`config.mk`:
```
export PLATFORM = sky130hd
export DESIGN_NAME = mem_dot_sched
export DESIGN_NICKNAME = d
export VERILOG_FILES = /design/src/rtl/mem_dot_sched.sv
export SDC_FILE = /design/constraint.sdc
export NUM_CORES = 1
export LEC_CHECK = 0
export ABC_AREA = 1
export BUFFER_PORTS_ARGS = -buffer_cell sky130_fd_sc_hd__buf_2
export CORE_MARGIN = 2
export CORE_UTILIZATION = 45
export CTS_BUF_LIST = sky130_fd_sc_hd__clkbuf_4 sky130_fd_sc_hd__clkbuf_8
export CTS_CLUSTER_SIZE = 25
export DETAILED_ROUTE_END_ITERATION = 10
export SLEW_MARGIN = 20
export SYNTH_ARGS = -nofsm -noshare
export SYNTH_HDL_FRONTEND = slang
export SYNTH_SLANG_ARGS = --single-unit
```
`constraint.sdc`:
```
create_clock -name clk -period 12.1 [get_ports clk]
set_input_delay 1.815 -clock clk [delete_from_list [all_inputs] [get_ports clk]]
set_output_delay 1.815 -clock clk [all_outputs]
set_load 0.01 [all_outputs]
```
`src/rtl/mem_dot_sched.sv`:
```
// rtl/mem_dot_sched.sv - single-port memory scheduler shared by host and a dot-product engine
// Optional SCHED_SIGNED_EN: treat operands as two's complement and sign-extend the products.
module mem_dot_sched #(
  parameter int ADDR_W = 3,
  parameter int DATA_W = 8,
  parameter int ACC_W  = 16
) (
  input  logic              clk,
  input  logic              reset,
  input  logic              host_valid,
  input  logic              host_we,
  input  logic [ADDR_W-1:0] host_addr,
  input  logic [DATA_W-1:0] host_wdata,
  output logic              host_rvalid,
  output logic [DATA_W-1:0] host_rdata,
  input  logic              start,
  input  logic [ADDR_W-1:0] a_base,
  input  logic [ADDR_W-1:0] b_base,
  input  logic [ADDR_W:0]   len,
  input  logic [ADDR_W-1:0] dst_addr,
  output logic              busy,
  output logic              done,
  output logic [ACC_W-1:0]  result,
  output logic [ADDR_W-1:0] mem_addr,
  output logic              mem_we,
  output logic [DATA_W-1:0] mem_wdata,
  input  logic [DATA_W-1:0] mem_rdata
);

  typedef enum logic [2:0] {
    S_IDLE, S_ISSUE_A, S_ISSUE_B, S_MAC, S_WR_LO, S_WR_HI, S_DONE
  } state_t;

  localparam logic [ADDR_W:0]   ONE_I = 1;
  localparam logic [ADDR_W-1:0] ONE_A = 1;

  state_t              state_q, state_d;
  logic [ACC_W-1:0]    acc_q, acc_d, result_q, prod;
  logic [ADDR_W:0]     i_q, i_d, len_q, i_inc;
  logic [ADDR_W-1:0]   a_base_q, b_base_q, dst_q;
  logic [DATA_W-1:0]   a_q, b_op;
  logic [ACC_W-1:0]    a_ext, b_ext;
  logic                pend_a_q, pend_b_q, host_rvalid_q;
  logic                launch, eng_req, eng_we, eng_gnt;
  logic [ADDR_W-1:0]   eng_addr;
  logic [DATA_W-1:0]   eng_wdata;

  // B data arrives on mem_rdata exactly in the MAC cycle, so it is used unregistered.
  assign b_op  = pend_b_q ? mem_rdata : '0;
  assign i_inc = i_q + ONE_I;
`ifdef SCHED_SIGNED_EN
  assign a_ext = {{(ACC_W-DATA_W){a_q[DATA_W-1]}}, a_q};
  assign b_ext = {{(ACC_W-DATA_W){b_op[DATA_W-1]}}, b_op};
`else
  assign a_ext = {{(ACC_W-DATA_W){1'b0}}, a_q};
  assign b_ext = {{(ACC_W-DATA_W){1'b0}}, b_op};
`endif
  assign prod = a_ext * b_ext;

  always_comb begin
    eng_req   = 1'b0;
    eng_we    = 1'b0;
    eng_addr  = '0;
    eng_wdata = '0;
    case (state_q)
      S_ISSUE_A: begin eng_req = 1'b1; eng_addr = a_base_q + i_q[ADDR_W-1:0]; end
      S_ISSUE_B: begin eng_req = 1'b1; eng_addr = b_base_q + i_q[ADDR_W-1:0]; end
      S_WR_LO: begin
        eng_req = 1'b1; eng_we = 1'b1; eng_addr = dst_q; eng_wdata = acc_q[DATA_W-1:0];
      end
      S_WR_HI: begin
        eng_req = 1'b1; eng_we = 1'b1; eng_addr = dst_q + ONE_A;
        eng_wdata = acc_q[ACC_W-1:DATA_W];
      end
      default: ;
    endcase
  end

  // Host always wins; reset also blocks the engine so an abort issues no stray write.
  assign eng_gnt = eng_req & ~host_valid & ~reset;

  always_comb begin
    mem_addr  = '0;
    mem_we    = 1'b0;
    mem_wdata = '0;
    if (host_valid) begin
      mem_addr = host_addr; mem_we = host_we; mem_wdata = host_wdata;
    end else if (eng_gnt) begin
      mem_addr = eng_addr; mem_we = eng_we; mem_wdata = eng_wdata;
    end
  end

  always_comb begin
    state_d = state_q;
    acc_d   = acc_q;
    i_d     = i_q;
    launch  = 1'b0;
    case (state_q)
      S_IDLE: if (start) begin
        launch  = 1'b1;
        acc_d   = '0;
        i_d     = '0;
        state_d = (len == '0) ? S_WR_LO : S_ISSUE_A;
      end
      S_ISSUE_A: if (eng_gnt) state_d = S_ISSUE_B;
      S_ISSUE_B: if (eng_gnt) state_d = S_MAC;
      S_MAC: begin
        acc_d   = acc_q + prod;
        i_d     = i_inc;
        state_d = (i_inc == len_q) ? S_WR_LO : S_ISSUE_A;
      end
      S_WR_LO: if (eng_gnt) state_d = S_WR_HI;
      S_WR_HI: if (eng_gnt) state_d = S_DONE;
      default: state_d = S_IDLE;
    endcase
  end

  always_ff @(posedge clk) begin
    if (reset) begin
      state_q       <= S_IDLE;
      acc_q         <= '0;
      i_q           <= '0;
      len_q         <= '0;
      a_base_q      <= '0;
      b_base_q      <= '0;
      dst_q         <= '0;
      a_q           <= '0;
      pend_a_q      <= 1'b0;
      pend_b_q      <= 1'b0;
      result_q      <= '0;
      host_rvalid_q <= 1'b0;
    end else begin
      state_q       <= state_d;
      acc_q         <= acc_d;
      i_q           <= i_d;
      host_rvalid_q <= host_valid & ~host_we;
      pend_a_q      <= (state_q == S_ISSUE_A) & eng_gnt;
      pend_b_q      <= (state_q == S_ISSUE_B) & eng_gnt;
      if (pend_a_q) a_q <= mem_rdata;
      if (launch) begin
        len_q    <= len;
        a_base_q <= a_base;
        b_base_q <= b_base;
        dst_q    <= dst_addr;
      end
      // Published on the last write grant so it is visible in the same cycle as done.
      if ((state_q == S_WR_HI) && eng_gnt) result_q <= acc_q;
    end
  end

  assign host_rvalid = host_rvalid_q;
  assign host_rdata  = mem_rdata;
  assign busy        = (state_q != S_IDLE) && (state_q != S_DONE);
  assign done        = (state_q == S_DONE);
  assign result      = result_q;

endmodule

```
==> results by group, run 1 <==
Outcome
  • Status: completed

Clock tree
  • TritonCTS Buffers: 9
  • Cts hold-fix bufs: 0
  • Clk pin slew, worst setup/hold paths: 100 ps
  • Post_cts resized: 0
  • Root buf cell: clkbuf_8
  • CTS sink cnt: 63
  • CTS max path bufs: 2
  • Post-CTS Setup Bufs: 0
  • Skew-Pair Late Insertion Delay: 380 ps
  • H-Tree Depth: 3
  • CTS tree: built

Setup path
  • CP Launch Type: input port
  • CP max stage cell: fa_1
  • Top delay family on crit path: adder cells
  • Critical R2R Capture: acc_q[11]
  • Crit-path cells: buf_2 > nand2_1 > inv_1 > nand2_1 > fa_1 > inv_1 > fa_1 > fa_1 > inv_1 > fa_1 > inv_1 > ha_1 > nand2_1 > nand2_1 > a21oi_1 > nand2_1 > or2_2 > nand3_1 > a21oi_1
  • Reg-to-Reg Start: pend_b_q
  • Top fanout value on the critical path: 6
  • Crit path capture type: flop
  • Worst Path Buf+Inv: 5
  • Crit path from: mem_rdata[3]
  • R2R setup slack: 7550 ps
  • WS Path Type: in -> reg
  • Critical Path RT: 12340 ps
  • Cell mode on critical path: nand2_1
  • CP max stage delay: 580 ps
  • WP data arrival: 5810 ps
  • Worst R2R Path Depth: 18

Pwr
  • Tot Pwr: 0.633 mW
  • Pwr dens: 102 nW/um^2
  • Peak supply drop: 117 uV
  • Lkg Pwr: 3.10 nW

Synth
  • Yosys reg bits: 63
  • Synth cell types: 33
  • Mapped Cells: 780
  • Avg Cell Area, Syn: 7.17 sq um
  • Mux contribution to synthesized area: 0%
  • Syn_nets: 906
  • Synth warn: 0
  • Adder-Cell Fraction of Synth Area: 26.8%
  • Seq/Total Area, Yosys: 22.6%
  • Synth Area in Compound Gates: 11.8%
  • Synth Area in XOR/XNOR: 0.783%
  • Post-synthesis simple-gate area fraction: 23.5%
  • Largest family of logic cells by synthesized area: adder cells
  • Post-Syn Area: 5590 sq um

Global routing
  • Grt ovf: 0
  • Largest net degree at the start of global routing: 34
  • Antenna violations before repair: 0
  • Vias in the first global route: 4977
  • Gr usage total: 24.2%
  • Global-route wire length before repair: 24.8 mm

Die
  • Row count: 40
  • Initial Util: 46.4%
  • Total core area: 12100 sq um
  • Die extent in y: 115 um
  • Die area: 13300 sq um
  • Die W: 115 um
  • IO Count: 76

STA
  • Fin Clk Skew: 24.7 ps
  • Slew margin rel.: 33.6%
  • Setup Total Neg Slack: 0 ps
  • Final period util: 46.0%
  • Maximum clock frequency: 180 MHz
  • RSZ-0062 raised after global routing: false
  • Worst-Margin Slew: 991 ps
  • Max Slew Vio Count: 0
  • Final min period: 5560 ps
  • Final setup vio count: 0
  • Final hold violations: 0

Min path
  • Hold path depth: 2
  • Worst hold path type: reg -> reg
  • Hold path start: b_base_q[2]
  • Hold endpoint: b_base_q[2]

Route
  • Number of remaining DRC errors: 0
  • Vias per cell: 4.92
  • Via count: 4960
  • Routed length per instance: 14.8 um
  • First-pass DRT Iterations: 5
  • 1st-iter DRT viols: 363
  • Post-DRT Antenna Nets: 0
  • Final WL: 15.0 mm

Placed design
  • Post-DP HPWL: 12.1 mm
  • Placed cell count: 993
  • Placer Congestion: 0.898
  • IO buf count: 75

Final layout
  • Finished Core Util: 51.6%
  • Fillers: 1217
  • Ant. Diodes: 0
  • Multi-input gate area: 3510 sq um
  • Share of cells above drive strength 1: 14.1%
  • Finished Layout Cells: 1009
  • Fin nets: 962
  • Synthesis-to-layout area growth: 11.3%
  • FF/Latch Area: 1260 sq um

Job
  • MaxCap Viol Count: 0
metrics by stage:
step	cell area (sq um)	hold WS, ps	worst slack, ps
after CTS	6230	465	6550
after global placement	6000	448	6170
after global routing	6230	490	6270
after floorplan	5590	425	6640
after detailed placement	6000	452	6150
final	6230	459	6540
final cells by class:
| class | count | area share (%) |
|---|---|---|
| clock inverter | 7 | 1.65 |
| sequential | 63 | 20.3 |
| multi-input combinational | 516 | 56.4 |
| tap | 168 | 3.38 |
| clock buffer | 9 | 1.99 |
| inverter | 171 | 10.3 |
| timing repair buffer | 75 | 6.03 |
kinds of logic after synthesis:
family | Yosys count
compound gates | 120
simple gates | 302
buf+inv | 201
flops | 63
fa+ha+maj | 89
xor+xnor | 5
per-layer routing:
metal  vias to the layer above  part of all wire [%]  GRT usage [%]
met5                         -                     0              0
met4                         0                   2.0           9.48
met3                        18                   3.5           3.45
met2                       112                    50           40.8
met1                      2317                    44           31.6
li1                       2513                     -              -
power by group:
part           switching [mW]  internal, mW  leakage, nW  total [mW]
Combinational           0.117        0.0499         2.48       0.167
Clock                   0.104         0.119        0.111       0.222
Sequential             0.0176         0.226        0.511       0.244
Total                   0.239         0.395         3.10       0.633
registers in the layout, indices dropped and copies added, names as in the netlist, 3 cells and up:
name      cells
b_base_q      3
result       16
state_q       3
a_base_q      3
acc_q        16
dst_q         3
len_q         4
a_q           8
i_q           4
placed cells by master, fill, tap and decap left out, types with 2 or more instances in the layout:
| cell type | n |
|---|---|
| nand4_1 | 5 |
| nand3_1 | 45 |
| o21ai_2 | 3 |
| o21ai_1 | 7 |
| ha_1 | 38 |
| nand2_4 | 2 |
| inv_1 | 165 |
| inv_2 | 5 |
| a21oi_1 | 57 |
| dfxtp_1 | 63 |
| nor2_4 | 2 |
| or2_2 | 4 |
| buf_2 | 75 |
| nor2_1 | 52 |
| nand2_1 | 178 |
| nand3_2 | 7 |
| bufinv_16 | 2 |
| clkbuf_8 | 9 |
| inv_6 | 3 |
| nand2_2 | 3 |
| o21ai_0 | 35 |
| o22ai_1 | 7 |
| xnor2_1 | 5 |
| a22o_1 | 9 |
| fa_1 | 51 |
worst register-to-register path, cell delays in order (launching register included):
cell     delay, ps
dfxtp_1        480
nand2_1        220
inv_1          140
nand2_1         90
fa_1           540
inv_1           50
fa_1           510
fa_1           580
inv_1           80
fa_1           540
inv_1           50
ha_1           350
nand2_1         90
nand2_1        100
a21oi_1        140
nand2_1         90
or2_2          270
nand3_1         70
a21oi_1         60
worst max-delay path by stage:
stage / to / slack (ps) / depth (start not counted)
floorplan: acc_q[11] / 6640 / 18
global placement: acc_q[11] / 6170 / 19
detailed placement: acc_q[11] / 6150 / 19
CTS: acc_q[11] / 6550 / 19
global route: acc_q[10] / 6270 / 21
finish: acc_q[11] / 6540 / 19
cells in the mapped netlist:
master    number  area share (%)
nand2_1      178              12
inv_1        166              11
dfxtp_1       63              23
a21oi_1       57             5.1
nor2_1        52             3.5
fa_1          51              18
nand3_1       45             4.0
ha_1          38             8.5
o21ai_0       35             3.1
clkbuf_1      13            0.87
a22o_1         9             1.4
buf_4          9             1.2
nand3_2        7             1.3
o21ai_1        7            0.63
o22ai_1        7            0.78
inv_2          5            0.34
nand4_1        5            0.56
xnor2_1        5            0.78
buf_2          4            0.36
or2_2          4            0.45
nand2_2        3            0.34
o21ai_2        3            0.47
buf_6          2            0.40
nand2_4        2            0.40
nor2_4         2            0.40
buf_1          1           0.067
buf_8          1            0.27
nand2b_1       1            0.11
nor2_2         1            0.11
nor3_1         1           0.089
nor3_4         1            0.29
o21a_1         1            0.13
o21bai_1       1            0.13
Note: power is estimated with default switching activity, not from simulation.
==> run 2: changes to the inputs <==
--- a/config.mk
+++ b/config.mk
@@ -12,6 +12,7 @@
 export CTS_BUF_LIST = sky130_fd_sc_hd__clkbuf_4 sky130_fd_sc_hd__clkbuf_8
 export CTS_CLUSTER_SIZE = 25
 export DETAILED_ROUTE_END_ITERATION = 10
+export PLACE_DENSITY = 0.67
 export SLEW_MARGIN = 20
 export SYNTH_ARGS = -nofsm -noshare
 export SYNTH_HDL_FRONTEND = slang
==> constraint.sdc (replaced) <==
create_clock -name clk -period 4.7 [get_ports clk]
set_input_delay 0.705 -clock clk [delete_from_list [all_inputs] [get_ports clk]]
set_output_delay 0.705 -clock clk [all_outputs]
set_load 0.01 [all_outputs]
==> results by group, run 2 (synthesis gave the netlist of run 1 again) <==
Clock tree
  • CTS tree: built
  • H-Tree Depth: 3 (unchanged)
  • Root buf cell: clkbuf_8
  • TritonCTS Buffers: 9 (unchanged)
  • Skew-Pair Late Insertion Delay: 380 ps (about the same)
  • CTS sink cnt: 63 (unchanged)
  • Post-CTS Setup Bufs: 0 (unchanged)
  • Post_cts resized: 0 (unchanged)
  • Cts hold-fix bufs: 0 (unchanged)
  • CTS max path bufs: 2 (unchanged)
  • Clk pin slew, worst setup/hold paths: 80 ps (-20 ps)

Global routing
  • Grt ovf: 0 (unchanged)
  • Gr usage total: 22.2% (-2.1 points)
  • Antenna violations before repair: 0 (unchanged)
  • Vias in the first global route: 4507 (-9.4%)
  • Global-route wire length before repair: 22.7 mm (-8.8%)
  • Largest net degree at the start of global routing: 34 (unchanged)

Die
  • Die W: 115 um (unchanged)
  • Die extent in y: 115 um (unchanged)
  • Die area: 13300 sq um (unchanged)
  • Total core area: 12100 sq um (unchanged)
  • Row count: 40 (unchanged)
  • Initial Util: 46.4% (unchanged)
  • IO Count: 76 (unchanged)

Min path
  • Hold path start: a_base_q[2]
  • Worst hold path type: reg -> reg
  • Hold endpoint: a_base_q[2]
  • Hold path depth: 2 (unchanged)

Setup path
  • Top fanout value on the critical path: 6 (unchanged)
  • Worst R2R Path Depth: 16 (-2)
  • Critical Path RT: 4940 ps (-7400 ps)
  • Reg-to-Reg Start: a_q[4]
  • Crit path capture type: flop
  • WP data arrival: 4570 ps (-1240 ps)
  • Critical R2R Capture: acc_q[11]
  • CP Launch Type: flop
  • R2R setup slack: 370 ps (-7180 ps)
  • WS Path Type: reg -> reg

STA
  • Final setup vio count: 0 (unchanged)
  • RSZ-0062 raised after global routing: false
  • Slew margin rel.: 30.7% (-2.8 points)
  • Final hold violations: 0 (unchanged)
  • Final min period: 4330 ps
  • Max Slew Vio Count: 0 (unchanged)
  • Final period util: 92.1%
  • Maximum clock frequency: 231 MHz
  • Fin Clk Skew: 8.71 ps (-16.0 ps)
  • Worst-Margin Slew: 1040 ps (+47.4 ps)

Placed design
  • Placer Congestion: 0.930 (+3.6%)
  • IO buf count: 75 (unchanged)
  • Placed cell count: 1005 (+1.2%)
  • Post-DP HPWL: 11.2 mm (-6.9%)

Final layout
  • Share of cells above drive strength 1: 15.5% (+1.3 points)
  • Ant. Diodes: 0 (unchanged)
  • Finished Layout Cells: 1021 (+1.2%)
  • Fillers: 1224 (+0.58%)
  • Fin nets: 974 (+1.2%)
  • Most frequent cells in the layout: nand2_1, inv_1, buf_2, dfxtp_1, a21oi_1
  • Commonest non-fill, non-tap cell in the layout: nand2_1
  • Synthesis-to-layout area growth: 13.0%

Route
  • First-pass DRT Iterations: 5 (unchanged)
  • Number of remaining DRC errors: 0 (unchanged)
  • Routed length per instance: 13.5 um (-8.7%)
  • Via count: 4922 (-0.77%)
  • Post-DRT Antenna Nets: 0 (unchanged)
  • Final WL: 13.8 mm (-7.6%)
  • Vias per cell: 4.82 (-1.9%)
  • 1st-iter DRT viols: 263 (-28%)

Pwr
  • Pwr dens: 256 nW/um^2 (+150%)
  • Peak supply drop: 314 uV (+170%)
  • Tot Pwr: 1.62 mW (+160%)
  • Lkg Pwr: 3.16 nW (+1.9%)

Job
  • MaxCap Viol Count: 0 (unchanged)

Outcome
  • Status: completed
[run 2: routing by layer]
layer | GRT usage [%] | part of all wire (%) | vias up
met4 | 7.31 | 2.1 | 0
met3 | 4.03 | 4.7 | 25
li1 | - | - | 2540
met1 | 31.2 | 47 | 2235
met5 | 0 | 0 | -
met2 | 34.5 | 46 | 122
[run 2: metrics by stage]
stage	util (%)	setup TNS [ps]	hold slack, ps	cell area (sq um)	setup WS, ps
final	52.4	0	456	6320	373
after global routing	52.4	0	481	6320	51.1
after CTS	52.4	0	459	6320	242
after detailed placement	50.5	0	448	6090	4.96
after global placement	50.5	-16.0	444	6090	-16.0
after floorplan	-	0	425	5590	350
[run 2: how the worst max path moves through the flow]
stage / startpoint / to
after floorplan: mem_rdata[4] / acc_q[11]
after global placement: mem_rdata[7] / acc_q[15]
after detailed placement: mem_rdata[7] / acc_q[15]
after CTS: pend_b_q / acc_q[15]
after global routing: pend_b_q / acc_q[15]
final: a_q[4] / acc_q[11]
[run 2: layout make-up]
class / instances / area [sq um] / area share [%]
sequential: 63 / 1260 / 20.0
timing repair buffer: 87 / 465 / 7.36
clock buffer: 10 / 138 / 2.18
multi-input combinational: 516 / 3510 / 55.6
clock inverter: 6 / 92.6 / 1.46
inverter: 171 / 642 / 10.2
tap: 168 / 210 / 3.32
[run 2: worst max-delay path, cell delays in order, from the launching register on]
cell	delay, ps
dfxtp_1	490
inv_1	150
nor2_1	170
fa_1	470
fa_1	540
fa_1	550
inv_1	50
fa_1	520
inv_1	40
ha_1	350
nand2_1	140
inv_1	70
a21oi_1	140
nand2_1	90
or2_2	280
nand3_1	70
a21oi_1	60
[run 2: power breakdown]
part	total, mW	internal [mW]	switching [mW]
registers	0.625	0.582	0.0424
logic	0.426	0.131	0.295
clock network	0.569	0.316	0.253
==> run 3: changes to the inputs <==
--- a/config.mk
+++ b/config.mk
@@ -13,6 +13,7 @@
 export CTS_CLUSTER_SIZE = 25
 export DETAILED_ROUTE_END_ITERATION = 10
 export PLACE_DENSITY = 0.67
+export REMOVE_ABC_BUFFERS = 1
 export SLEW_MARGIN = 20
 export SYNTH_ARGS = -nofsm -noshare
 export SYNTH_HDL_FRONTEND = slang
==> results by group, run 3 (synthesis gave the netlist of run 1 again) <==
Outcome
  • Status: completed

STA
  • Final setup vio count: 0 (unchanged)
  • Final hold violations: 0 (unchanged)
  • Setup Total Neg Slack: 0 ps (unchanged)
  • RSZ-0062 raised after global routing: false
  • Worst-Margin Slew: 1020 ps (-22.5 ps)
  • Max Slew Vio Count: 0 (unchanged)
  • Final min period: 4380 ps (+50.0 ps)
  • Final period util: 93.1% (+1.1 points)
  • Maximum clock frequency: 228 MHz (-1.1%)
  • Slew margin rel.: 31.9% (+1.2 points)
  • Fin Clk Skew: 10.2 ps (+1.49 ps)

Final layout
  • Ant. Diodes: 0 (unchanged)
  • Most frequent cells in the layout: nand2_1, inv_1, buf_2, dfxtp_1, a21oi_1
  • Fin nets: 968 (-0.62%)
  • Finished Core Util: 51.5% (-0.89 points)
  • Synthesis-to-layout area growth: 11.1%
  • Commonest non-fill, non-tap cell in the layout: nand2_1
  • Fillers: 1218 (-0.49%)
  • Share of cells above drive strength 1: 14.8% (-0.70 points)

Placed design
  • Placer Congestion: 0.941 (+1.2%)
  • Post-DP HPWL: 11.1 mm (-1.0%)
  • IO buf count: 75 (unchanged)

Pwr
  • Pwr dens: 237 nW/um^2 (-7.4%)
  • Tot Pwr: 1.47 mW (-9.0%)
  • Lkg Pwr: 3.11 nW (-1.7%)
  • Peak supply drop: 278 uV (-12%)

Setup path
  • Crit path capture type: flop
  • Reg-to-Reg Start: pend_b_q
  • Top fanout value on the critical path: 8 (+2)
  • CP Launch Type: flop
  • WP data arrival: 4580 ps (about the same)
  • Crit path from: pend_b_q
  • WS Path Type: reg -> reg
  • Critical Path RT: 4900 ps (-40 ps)

Route
  • 1st-iter DRT viols: 278 (+5.7%)
  • Post-DRT Antenna Nets: 0 (unchanged)
  • Final WL: 13.9 mm (+0.70%)
  • Routed length per instance: 13.7 um (+1.4%)
  • Number of remaining DRC errors: 0 (unchanged)
  • Vias per cell: 4.89 (+1.5%)
  • First-pass DRT Iterations: 5 (unchanged)
  • Via count: 4963 (+0.83%)

Clock tree
  • CTS sink cnt: 63 (unchanged)
  • Post_cts resized: 0 (unchanged)
  • TritonCTS Buffers: 9 (unchanged)
  • Skew-Pair Late Insertion Delay: 350 ps (-30 ps)
  • CTS max path bufs: 2 (unchanged)
  • Cts hold-fix bufs: 0 (unchanged)
  • Post-CTS Setup Bufs: 0 (unchanged)
  • Clk pin slew, worst setup/hold paths: 70 ps (about the same)
  • Root buf cell: clkbuf_8
  • CTS tree: built
  • H-Tree Depth: 3 (unchanged)

Die
  • Total core area: 12100 sq um (unchanged)
  • Die extent in y: 115 um (unchanged)
  • Row count: 40 (unchanged)
  • Die area: 13300 sq um (unchanged)
  • IO Count: 76 (unchanged)
  • Initial Util: 46.4% (unchanged)
  • Die W: 115 um (unchanged)

Global routing
  • Vias in the first global route: 4600 (+2.1%)
  • Global-route wire length before repair: 22.5 mm (-0.70%)
  • Antenna violations before repair: 0 (unchanged)
  • Grt ovf: 0 (unchanged)
  • Largest net degree at the start of global routing: 34 (unchanged)
  • Gr usage total: 21.8% (-0.36 points)

Min path
  • Worst hold path type: reg -> reg
  • Hold path start: b_base_q[0]

Job
  • MaxCap Viol Count: 0 (unchanged)
==> run 3: path summary, 6_finish.rpt <==
path | endpoint | slack [ps] | cells after the start
setup reg to reg | acc_q[11] | 320 | 18
hold reg to reg | b_base_q[0] | 450 | 2
setup / recovery | acc_q[11] | 320 | 18
hold / removal | b_base_q[0] | 450 | 2
==> run 3: critical path: stages (launching register included) <==
cell and delay (ps):
dfxtp_2 420, nand2_1 120, inv_1 190, nand2_1 110, fa_1 530, inv_1 60
fa_1 500, inv_1 50, fa_1 460, fa_1 550, inv_1 40, ha_1 360
nand2_1 100, nand3_1 150, nand2_1 90, nand2_1 80, or2_2 280, nand3_1 70
a21oi_1 60
==> run 3: final cells by class <==
| class | count | area, sq um | area share [%] |
|---|---|---|---|
| clock buffers | 11 | 145 | 2.34 |
| inverters | 171 | 642 | 10.3 |
| clock inverters | 4 | 22.5 | 0.362 |
| well taps | 168 | 210 | 3.38 |
| multi-input cells | 516 | 3510 | 56.5 |
| flip-flops and latches | 63 | 1260 | 20.3 |
| repair buffers | 81 | 420 | 6.76 |
==> run 3: report_power, final <==
| group | total [mW] | internal, mW | switching [mW] |
|---|---|---|---|
| Combinational | 0.424 | 0.129 | 0.295 |
| Sequential | 0.627 | 0.583 | 0.0445 |
| Clock | 0.423 | 0.206 | 0.217 |
==> run 3: per-layer routing <==
layer	track usage, %	vias up	wire length (um)
met4	7.07	0	297
met3	4.50	21	684
li1	-	2520	-
met5	0	-	0
met1	28.8	2276	6240
met2	35.9	146	6710
==> run 3: stage by stage <==
step / cells / worst slack [ps] / instance area (sq um) / hold slack (ps)
detailed placement: 999 / -12.2 / 6050 / 442
global route: 1014 / 63.7 / 6210 / 482
global placement: 999 / 21.4 / 6050 / 437
CTS: 1014 / 212 / 6210 / 452
finish: 1014 / 323 / 6210 / 452
floorplan: 750 / 371 / 5420 / 427
